===== src/rtl/dram_port_arbiter_pkg.sv =====
// Shared constants and helpers for the dram port arbiter.
// Command encoding and id-width sizing used by the top and the arbiter.
package dram_arb_pkg;

    localparam logic CMD_RD = 1'b0;
    localparam logic CMD_WR = 1'b1;

    function automatic int id_width(input int n);
        return (n > 1) ? $clog2(n) : 1;
    endfunction

endpackage


===== src/rtl/dram_port_arbiter_if.sv =====
// Requester command/response bus plus the dram port signals.
// The arbiter uses the slave view, clients/dram the master view.
interface dram_port_arbiter_if #(
    parameter int REQ_NUM = 4,
    parameter int WIDTH   = 4,
    parameter int ADDR    = 3,
    parameter int IDW     = 2
);
    logic [REQ_NUM-1:0]       req_valid_i;
    logic [REQ_NUM-1:0]       req_wr_i;
    logic [REQ_NUM*ADDR-1:0]  req_addr_i;
    logic [REQ_NUM*WIDTH-1:0] req_wdata_i;
    logic [REQ_NUM-1:0]       req_ready_o;
    logic                     rsp_valid_o;
    logic [IDW-1:0]           rsp_id_o;
    logic [WIDTH-1:0]         rsp_data_o;
    logic [ADDR-1:0]          mem_addr_o;
    logic                     mem_wr_en_o;
    logic [WIDTH-1:0]         mem_wr_data_o;
    logic                     mem_rd_en_o;
    logic [WIDTH-1:0]         mem_rd_data_i;

    modport slave (
        input  req_valid_i, req_wr_i, req_addr_i,
        input  req_wdata_i, mem_rd_data_i,
        output req_ready_o, rsp_valid_o, rsp_id_o,
        output rsp_data_o, mem_addr_o, mem_wr_en_o,
        output mem_wr_data_o, mem_rd_en_o
    );

    modport master (
        output req_valid_i, req_wr_i, req_addr_i,
        output req_wdata_i, mem_rd_data_i,
        input  req_ready_o, rsp_valid_o, rsp_id_o,
        input  rsp_data_o, mem_addr_o, mem_wr_en_o,
        input  mem_wr_data_o, mem_rd_en_o
    );

endinterface


===== src/rtl/dram_port_arbiter_rr.sv =====
// Weighted round-robin arbiter: a requester may keep the grant
// for up to HOLD consecutive beats before the pointer moves on.
module rr_arbiter
    import dram_arb_pkg::*;
#(
    parameter int REQ_NUM = 4,
    parameter int HOLD    = 1,
    parameter int IDW     = id_width(REQ_NUM)
) (
    input  logic               i_clk,
    input  logic               i_rst,
    input  logic [REQ_NUM-1:0] i_req,
    output logic [REQ_NUM-1:0] o_grant,
    output logic [IDW-1:0]     o_idx,
    output logic               o_any
);
    localparam int HW = $clog2(HOLD + 1);

    logic [IDW-1:0] rr_ptr_r;
    logic [HW-1:0]  hold_cnt_r;
    logic [IDW:0]   w_j;
    logic           w_any;
    logic [IDW-1:0] w_idx;
    logic [HW-1:0]  w_n;

    // Circular scan starting at the pointer; held off during reset
    always_comb begin
        w_any = 1'b0;
        w_idx = '0;
        w_j   = '0;
        for (int k = 0; k < REQ_NUM; k++) begin
            w_j = {1'b0, rr_ptr_r} + (IDW+1)'(k);
            if (w_j >= (IDW+1)'(REQ_NUM))
                w_j = w_j - (IDW+1)'(REQ_NUM);
            if (!w_any && i_req[w_j[IDW-1:0]]) begin
                w_any = 1'b1;
                w_idx = w_j[IDW-1:0];
            end
        end
        if (i_rst)
            w_any = 1'b0;
    end

    assign w_n = ((w_idx == rr_ptr_r) ? hold_cnt_r : '0)
               + HW'(1);

    always_ff @(posedge i_clk or posedge i_rst) begin
        if (i_rst) begin
            rr_ptr_r   <= '0;
            hold_cnt_r <= '0;
        end else if (w_any) begin
            if (w_n < HW'(HOLD)) begin
                rr_ptr_r   <= w_idx;
                hold_cnt_r <= w_n;
            end else begin
                rr_ptr_r   <= (w_idx == IDW'(REQ_NUM-1))
                            ? '0 : w_idx + 1'b1;
                hold_cnt_r <= '0;
            end
        end
    end

    assign o_any   = w_any;
    assign o_idx   = w_idx;
    assign o_grant = w_any ? (REQ_NUM'(1) << w_idx) : '0;

endmodule


===== src/rtl/dram_port_arbiter.sv =====
// Shares one dram port among REQ_NUM requesters: grant mux,
// registered command stage and a 2-deep read-id pipe.
module dram_port_arbiter
    import dram_arb_pkg::*;
#(
    parameter int REQ_NUM = 4,
    parameter int WIDTH   = 4,
    parameter int DEPTH   = 8,
    parameter int ADDR    = $clog2(DEPTH),
    parameter int HOLD    = 1,
    parameter int IDW     = id_width(REQ_NUM)
) (
    input logic                clk_i,
    input logic                rst_i,
    dram_port_arbiter_if.slave bus
);
    logic [REQ_NUM-1:0] w_grant;
    logic [IDW-1:0]     w_idx;
    logic               w_any;
    logic               w_wr;
    logic [ADDR-1:0]    w_addr;
    logic [WIDTH-1:0]   w_wdata;
    logic               w_is_wr;
    logic               w_is_rd;

    logic               r_wr_en;
    logic               r_rd_en;
    logic [ADDR-1:0]    r_addr;
    logic [WIDTH-1:0]   r_wdata;
    logic               r_rv1;
    logic [IDW-1:0]     r_id1;
    logic               r_rsp_v;
    logic [IDW-1:0]     r_rsp_id;

    rr_arbiter #(
        .REQ_NUM (REQ_NUM),
        .HOLD    (HOLD),
        .IDW     (IDW)
    ) u_arb (
        .i_clk   (clk_i),
        .i_rst   (rst_i),
        .i_req   (bus.req_valid_i),
        .o_grant (w_grant),
        .o_idx   (w_idx),
        .o_any   (w_any)
    );

    assign bus.req_ready_o = w_grant;

    assign w_wr    = bus.req_wr_i[w_idx];
    assign w_addr  = bus.req_addr_i[w_idx*ADDR +: ADDR];
    assign w_wdata = bus.req_wdata_i[w_idx*WIDTH +: WIDTH];
    assign w_is_wr = w_any && (w_wr == CMD_WR);
    assign w_is_rd = w_any && (w_wr == CMD_RD);

    // Idle beats and read beats drive zero address/data bits
    always_ff @(posedge clk_i or posedge rst_i) begin
        if (rst_i) begin
            r_wr_en  <= 1'b0;
            r_rd_en  <= 1'b0;
            r_addr   <= '0;
            r_wdata  <= '0;
            r_rv1    <= 1'b0;
            r_id1    <= '0;
            r_rsp_v  <= 1'b0;
            r_rsp_id <= '0;
        end else begin
            r_wr_en  <= w_is_wr;
            r_rd_en  <= w_is_rd;
            r_addr   <= w_any ? w_addr : '0;
            r_wdata  <= w_is_wr ? w_wdata : '0;
            r_rv1    <= w_is_rd;
            r_id1    <= w_is_rd ? w_idx : '0;
            r_rsp_v  <= r_rv1;
            r_rsp_id <= r_id1;
        end
    end

    assign bus.mem_wr_en_o   = r_wr_en;
    assign bus.mem_rd_en_o   = r_rd_en;
    assign bus.mem_addr_o    = r_addr;
    assign bus.mem_wr_data_o = r_wdata;
    assign bus.rsp_valid_o   = r_rsp_v;
    assign bus.rsp_id_o      = r_rsp_id;
    assign bus.rsp_data_o    = r_rsp_v ? bus.mem_rd_data_i : '0;

endmodule


===== src/flat_wrapper.sv =====
// flat-port wrapper written by rule: the top's interface ports become plain ports
module dram_port_arbiter_flat import dram_arb_pkg::*;
#(
    parameter int REQ_NUM = 4,
    parameter int WIDTH   = 4,
    parameter int DEPTH   = 8,
    parameter int ADDR    = $clog2(DEPTH),
    parameter int HOLD    = 1,
    parameter int IDW     = id_width(REQ_NUM)
)
  (clk_i, rst_i, bus_req_valid_i, bus_req_wr_i, bus_req_addr_i, bus_req_wdata_i, bus_mem_rd_data_i, bus_req_ready_o, bus_rsp_valid_o, bus_rsp_id_o, bus_rsp_data_o, bus_mem_addr_o, bus_mem_wr_en_o, bus_mem_wr_data_o, bus_mem_rd_en_o);
  dram_port_arbiter_if #(.REQ_NUM(REQ_NUM), .WIDTH(WIDTH), .ADDR(ADDR), .IDW(IDW)) bus_i ();
  input logic clk_i;
  input logic rst_i;
  input wire logic [$bits(bus_i.req_valid_i)-1:0] bus_req_valid_i;
  input wire logic [$bits(bus_i.req_wr_i)-1:0] bus_req_wr_i;
  input wire logic [$bits(bus_i.req_addr_i)-1:0] bus_req_addr_i;
  input wire logic [$bits(bus_i.req_wdata_i)-1:0] bus_req_wdata_i;
  input wire logic [$bits(bus_i.mem_rd_data_i)-1:0] bus_mem_rd_data_i;
  output wire logic [$bits(bus_i.req_ready_o)-1:0] bus_req_ready_o;
  output wire logic [$bits(bus_i.rsp_valid_o)-1:0] bus_rsp_valid_o;
  output wire logic [$bits(bus_i.rsp_id_o)-1:0] bus_rsp_id_o;
  output wire logic [$bits(bus_i.rsp_data_o)-1:0] bus_rsp_data_o;
  output wire logic [$bits(bus_i.mem_addr_o)-1:0] bus_mem_addr_o;
  output wire logic [$bits(bus_i.mem_wr_en_o)-1:0] bus_mem_wr_en_o;
  output wire logic [$bits(bus_i.mem_wr_data_o)-1:0] bus_mem_wr_data_o;
  output wire logic [$bits(bus_i.mem_rd_en_o)-1:0] bus_mem_rd_en_o;
  assign bus_i.req_valid_i = bus_req_valid_i;
  assign bus_i.req_wr_i = bus_req_wr_i;
  assign bus_i.req_addr_i = bus_req_addr_i;
  assign bus_i.req_wdata_i = bus_req_wdata_i;
  assign bus_i.mem_rd_data_i = bus_mem_rd_data_i;
  assign bus_req_ready_o = bus_i.req_ready_o;
  assign bus_rsp_valid_o = bus_i.rsp_valid_o;
  assign bus_rsp_id_o = bus_i.rsp_id_o;
  assign bus_rsp_data_o = bus_i.rsp_data_o;
  assign bus_mem_addr_o = bus_i.mem_addr_o;
  assign bus_mem_wr_en_o = bus_i.mem_wr_en_o;
  assign bus_mem_wr_data_o = bus_i.mem_wr_data_o;
  assign bus_mem_rd_en_o = bus_i.mem_rd_en_o;
  dram_port_arbiter #(.REQ_NUM(REQ_NUM), .WIDTH(WIDTH), .DEPTH(DEPTH), .ADDR(ADDR), .HOLD(HOLD), .IDW(IDW)) u_core (.clk_i(clk_i), .rst_i(rst_i), .bus(bus_i));
endmodule

===== config.mk =====
export PLATFORM = sky130hd
export DESIGN_NAME = dram_port_arbiter_flat
export DESIGN_NICKNAME = d
export VERILOG_FILES = /design/src/rtl/dram_port_arbiter_pkg.sv /design/src/rtl/dram_port_arbiter_if.sv /design/src/rtl/dram_port_arbiter_rr.sv /design/src/rtl/dram_port_arbiter.sv /design/src/flat_wrapper.sv
export SDC_FILE = /design/constraint.sdc
export NUM_CORES = 1
export LEC_CHECK = 0
export CORE_MARGIN = 2
export CORE_UTILIZATION = 36
export DETAILED_ROUTE_END_ITERATION = 6
export PLACE_DENSITY = 0.84
export SLEW_MARGIN = 10
export SYNTH_ARGS = -nofsm -noshare
export SYNTH_HDL_FRONTEND = slang
export SYNTH_SLANG_ARGS = --single-unit

===== constraint.sdc =====
create_clock -name clk_i -period 2.89 [get_ports clk_i]
set_clock_uncertainty 0.1 [all_clocks]
set_input_delay 0.578 -clock clk_i [delete_from_list [all_inputs] [get_ports clk_i]]
set_output_delay 0.578 -clock clk_i [all_outputs]
set_load 0.02 [all_outputs]

==> results.cfg <==
[status]
status = complete, no violations

[yosys]
ys_seq_area_share_pct = 41.0
syn_nets = 145
ys_types = 29
ys_seq_elements = 16
ys_warn_count = 0
yosys-top-cells-area = dfrtp_1 (41%), a211oi_1 (6.2%), a21boi_0 (5.4%)
syn_area_sq_um = 976
netlist_instances = 99
yosysTopAreaCell = dfrtp_1
synth_top_area_share_pct = 41.0
syn_area_per_cell_sq_um = 9.86

[min_path]
min_from = u_core.r_id1[1]$_DFF_PP0_
hold_path_depth = 0
hp-class = register to register
hold_end = u_core.bus.rsp_id_o[1]$_DFF_PP0_

[final_layout]
final_cell_mix = clkdlybuf4s50_1 (54), buf_4 (21), dfrtp_1 (16)
diodes = 0
final_common_cell = clkdlybuf4s50_1
fillers = 193
area_growth_pct = 86.7
fin_cells = 212
fin_util_pct = 72.2
num-nets-final = 229
drive_gt1_share_pct = 20.9

[place]
place_congestion = 0.917
portBuffers = 61
dp.cells = 201
hpwl_um = 2540

[worst_setup_path]
r2r_setup_slack_ps = 230
worstRegToRegCells = 12
cp_slowest_cell = clkdlybuf4s50_1
max_stage_delay_ps = 490
criticalPathCategory = input port to register
cp.arrival_ps = 2910
worst_setup_path_start_kind = input port
crit_top_cell = buf_4
cp_max_fo = 5
reg2reg_from = u_core.u_arb.rr_ptr_r[1]$_DFFE_PP0P_
cp.required_ps = 2980
reg2reg_to = u_core.bus.mem_wr_data_o[0]$_DFF_PP0_
cp_cell_sequence = clkdlybuf4s50_1 > a221oi_2 > buf_4 > buf_4 > buf_4 > buf_4 > buf_4 > buf_4 > buf_4 > o21ai_0 > a211o_1 > a221oi_1
endpoint_kind = register

[pwr]
p_leak_uw = 0.000799
p_per_area_nw_per_um2 = 572
irDropWorstVdd_v = 0.000489

[timing]
fin_hold_ws_ps = 250
hold_viol = 0
worstMarginPinSlew_ps = 559
finalSetupViolCount = 0
slew_violations = 0
post-route-period-util_pct = 97.7
fin_crit_ps = 2820
max_freq_ghz = 0.354
fin_setup_tns_ps = 0
relSlewSlack_pct = 62.7

[global_route]
antenna_found_initial = 0
grt_pass1_vias = 1089
track_usage_pct = 19.4
grt_pass1_wl_um = 4760
gr-total-overflow = 0
grt_max_degree = 18

[detailed_routing]
vias = 1110
via_per_inst = 5.24
drtIter0Drc = 21
routed_wl_um = 3080
drtPass1Iterations = 4
avgRoutedWirePerCell_um = 14.5
ant_nets = 0
drc = 0

[die]
ios = 62
start_util_pct = 38.7
fp.dieH_um = 56.1
rows = 18
core_sq_um = 2520
dieArea_sq_um = 3140
dieWidth_um = 56.1

[cts]
clock_latency_ps = 290
clock_path_buffers = 2
cts_tree = done
numClockSinks = 16
cts-root-buf = clkbuf_4
ctsHoldBuffers = 0
path_clk_slew_ps = 90
h-tree-depth = 1
cts_made_buffers = 3

[job]
maxCapViolCount = 0
metrics by stage:
step	total power (uW)	area [sq um]	worst slack, ps
5_1_grt	1110	1820	-6.13
3_5_place_dp	873	1720	-406
6_report	1040	1820	65.8
3_3_place_gp	851	1720	-345
2_1_floorplan	583	976	321
4_1_cts	1030	1810	99.0
cells in the mapped netlist, drive strengths merged:
cell	number
a211o	2
a211oi	8
a21boi	7
a21oi	3
a221o	1
a221oi	5
a311oi	3
and2	8
buf	1
clkbuf	2
dfrtp	16
ha	4
inv	4
mux2i	5
nand2	11
nand3	4
nor2	4
nor2b	3
nor3	2
nor4	1
o21ai	2
o21ba	1
o21bai	1
or2	1
power breakdown:
group,internal (uW),leakage (uW),switching (uW)
registers,271,0.000210,28.2
logic,301,0.000569,294
clock network,76.9,0.0000210,70.6
cells by family (layout without fill, tap and decap cells):
kind of cell / after synthesis / in the layout / synth area share (%)
AO/OA/AOI/OAI: 33 / 33 / 26.5
adder cells (fa/ha/maj): 4 / 4 / 5.13
buffers and inverters: 7 / 90 / 2.82
flip-flops: 16 / 16 / 41.0
multiplexers: 5 / 5 / 5.13
AND/OR/NAND/NOR: 34 / 34 / 19.4
metal layers:
| metal | wire length (um) | vias to the layer above | GRT usage, % |
|---|---|---|---|
| li1 | - | 531 | - |
| met1 | 1100 | 513 | 19.8 |
| met2 | 1690 | 60 | 38.5 |
| met3 | 252 | 6 | 4.19 |
| met4 | 44 | 0 | 5.44 |
| met5 | 0 | - | 0 |
flip-flops by register name, indices dropped and copies added (netlist names):
signal and count:
u_core.bus.mem_addr_o 3, u_core.bus.mem_rd_en_o 1, u_core.bus.mem_wr_data_o 4, u_core.bus.mem_wr_en_o 1
u_core.bus.rsp_id_o 2, u_core.bus.rsp_valid_o 1, u_core.r_id1 2, u_core.u_arb.rr_ptr_r 2
worst max-delay path by stage:
stage          slack [ps]               start  depth (start not counted)                               endpoint
2_1_floorplan         320  bus_req_valid_i[2]                          6                     bus_req_ready_o[1]
3_3_place_gp         -340  bus_req_valid_i[2]                          8                     bus_req_ready_o[3]
3_5_place_dp         -410  bus_req_valid_i[2]                          8                     bus_req_ready_o[1]
4_1_cts               100  bus_req_valid_i[3]                          7                     bus_req_ready_o[2]
5_1_grt                -6  bus_req_valid_i[3]                         12  u_core.bus.mem_wr_data_o[2]$_DFF_PP0_
6_report               70  bus_req_valid_i[3]                         12  u_core.bus.mem_wr_data_o[0]$_DFF_PP0_
cell type report:
| class | instances | area [sq um] | share of cell area [%] |
|---|---|---|---|
| tap | 30 | 37.5 | 2.06 |
| clock buffer | 4 | 36.3 | 1.99 |
| sequential | 16 | 400 | 22.0 |
| inverter | 4 | 15.0 | 0.824 |
| multi-input combinational | 76 | 564 | 31.0 |
| timing repair buffer | 82 | 768 | 42.2 |
worst max-delay path: cells and delay by family:
kind / cells / cell delay, ps
compound gates: 4 / 1120
buf+inv: 8 / 1210
repair_timing:
| action | CTS | global route |
|---|---|---|
| endpoints found under the setup margin | 4 | 2 |
| buffers inserted | 6 | 1 |
| resized for setup | 16 | 1 |
| pin swaps | 1 | 1 |
| cloned | 0 | 0 |
Note: power is estimated with default switching activity, not from simulation.
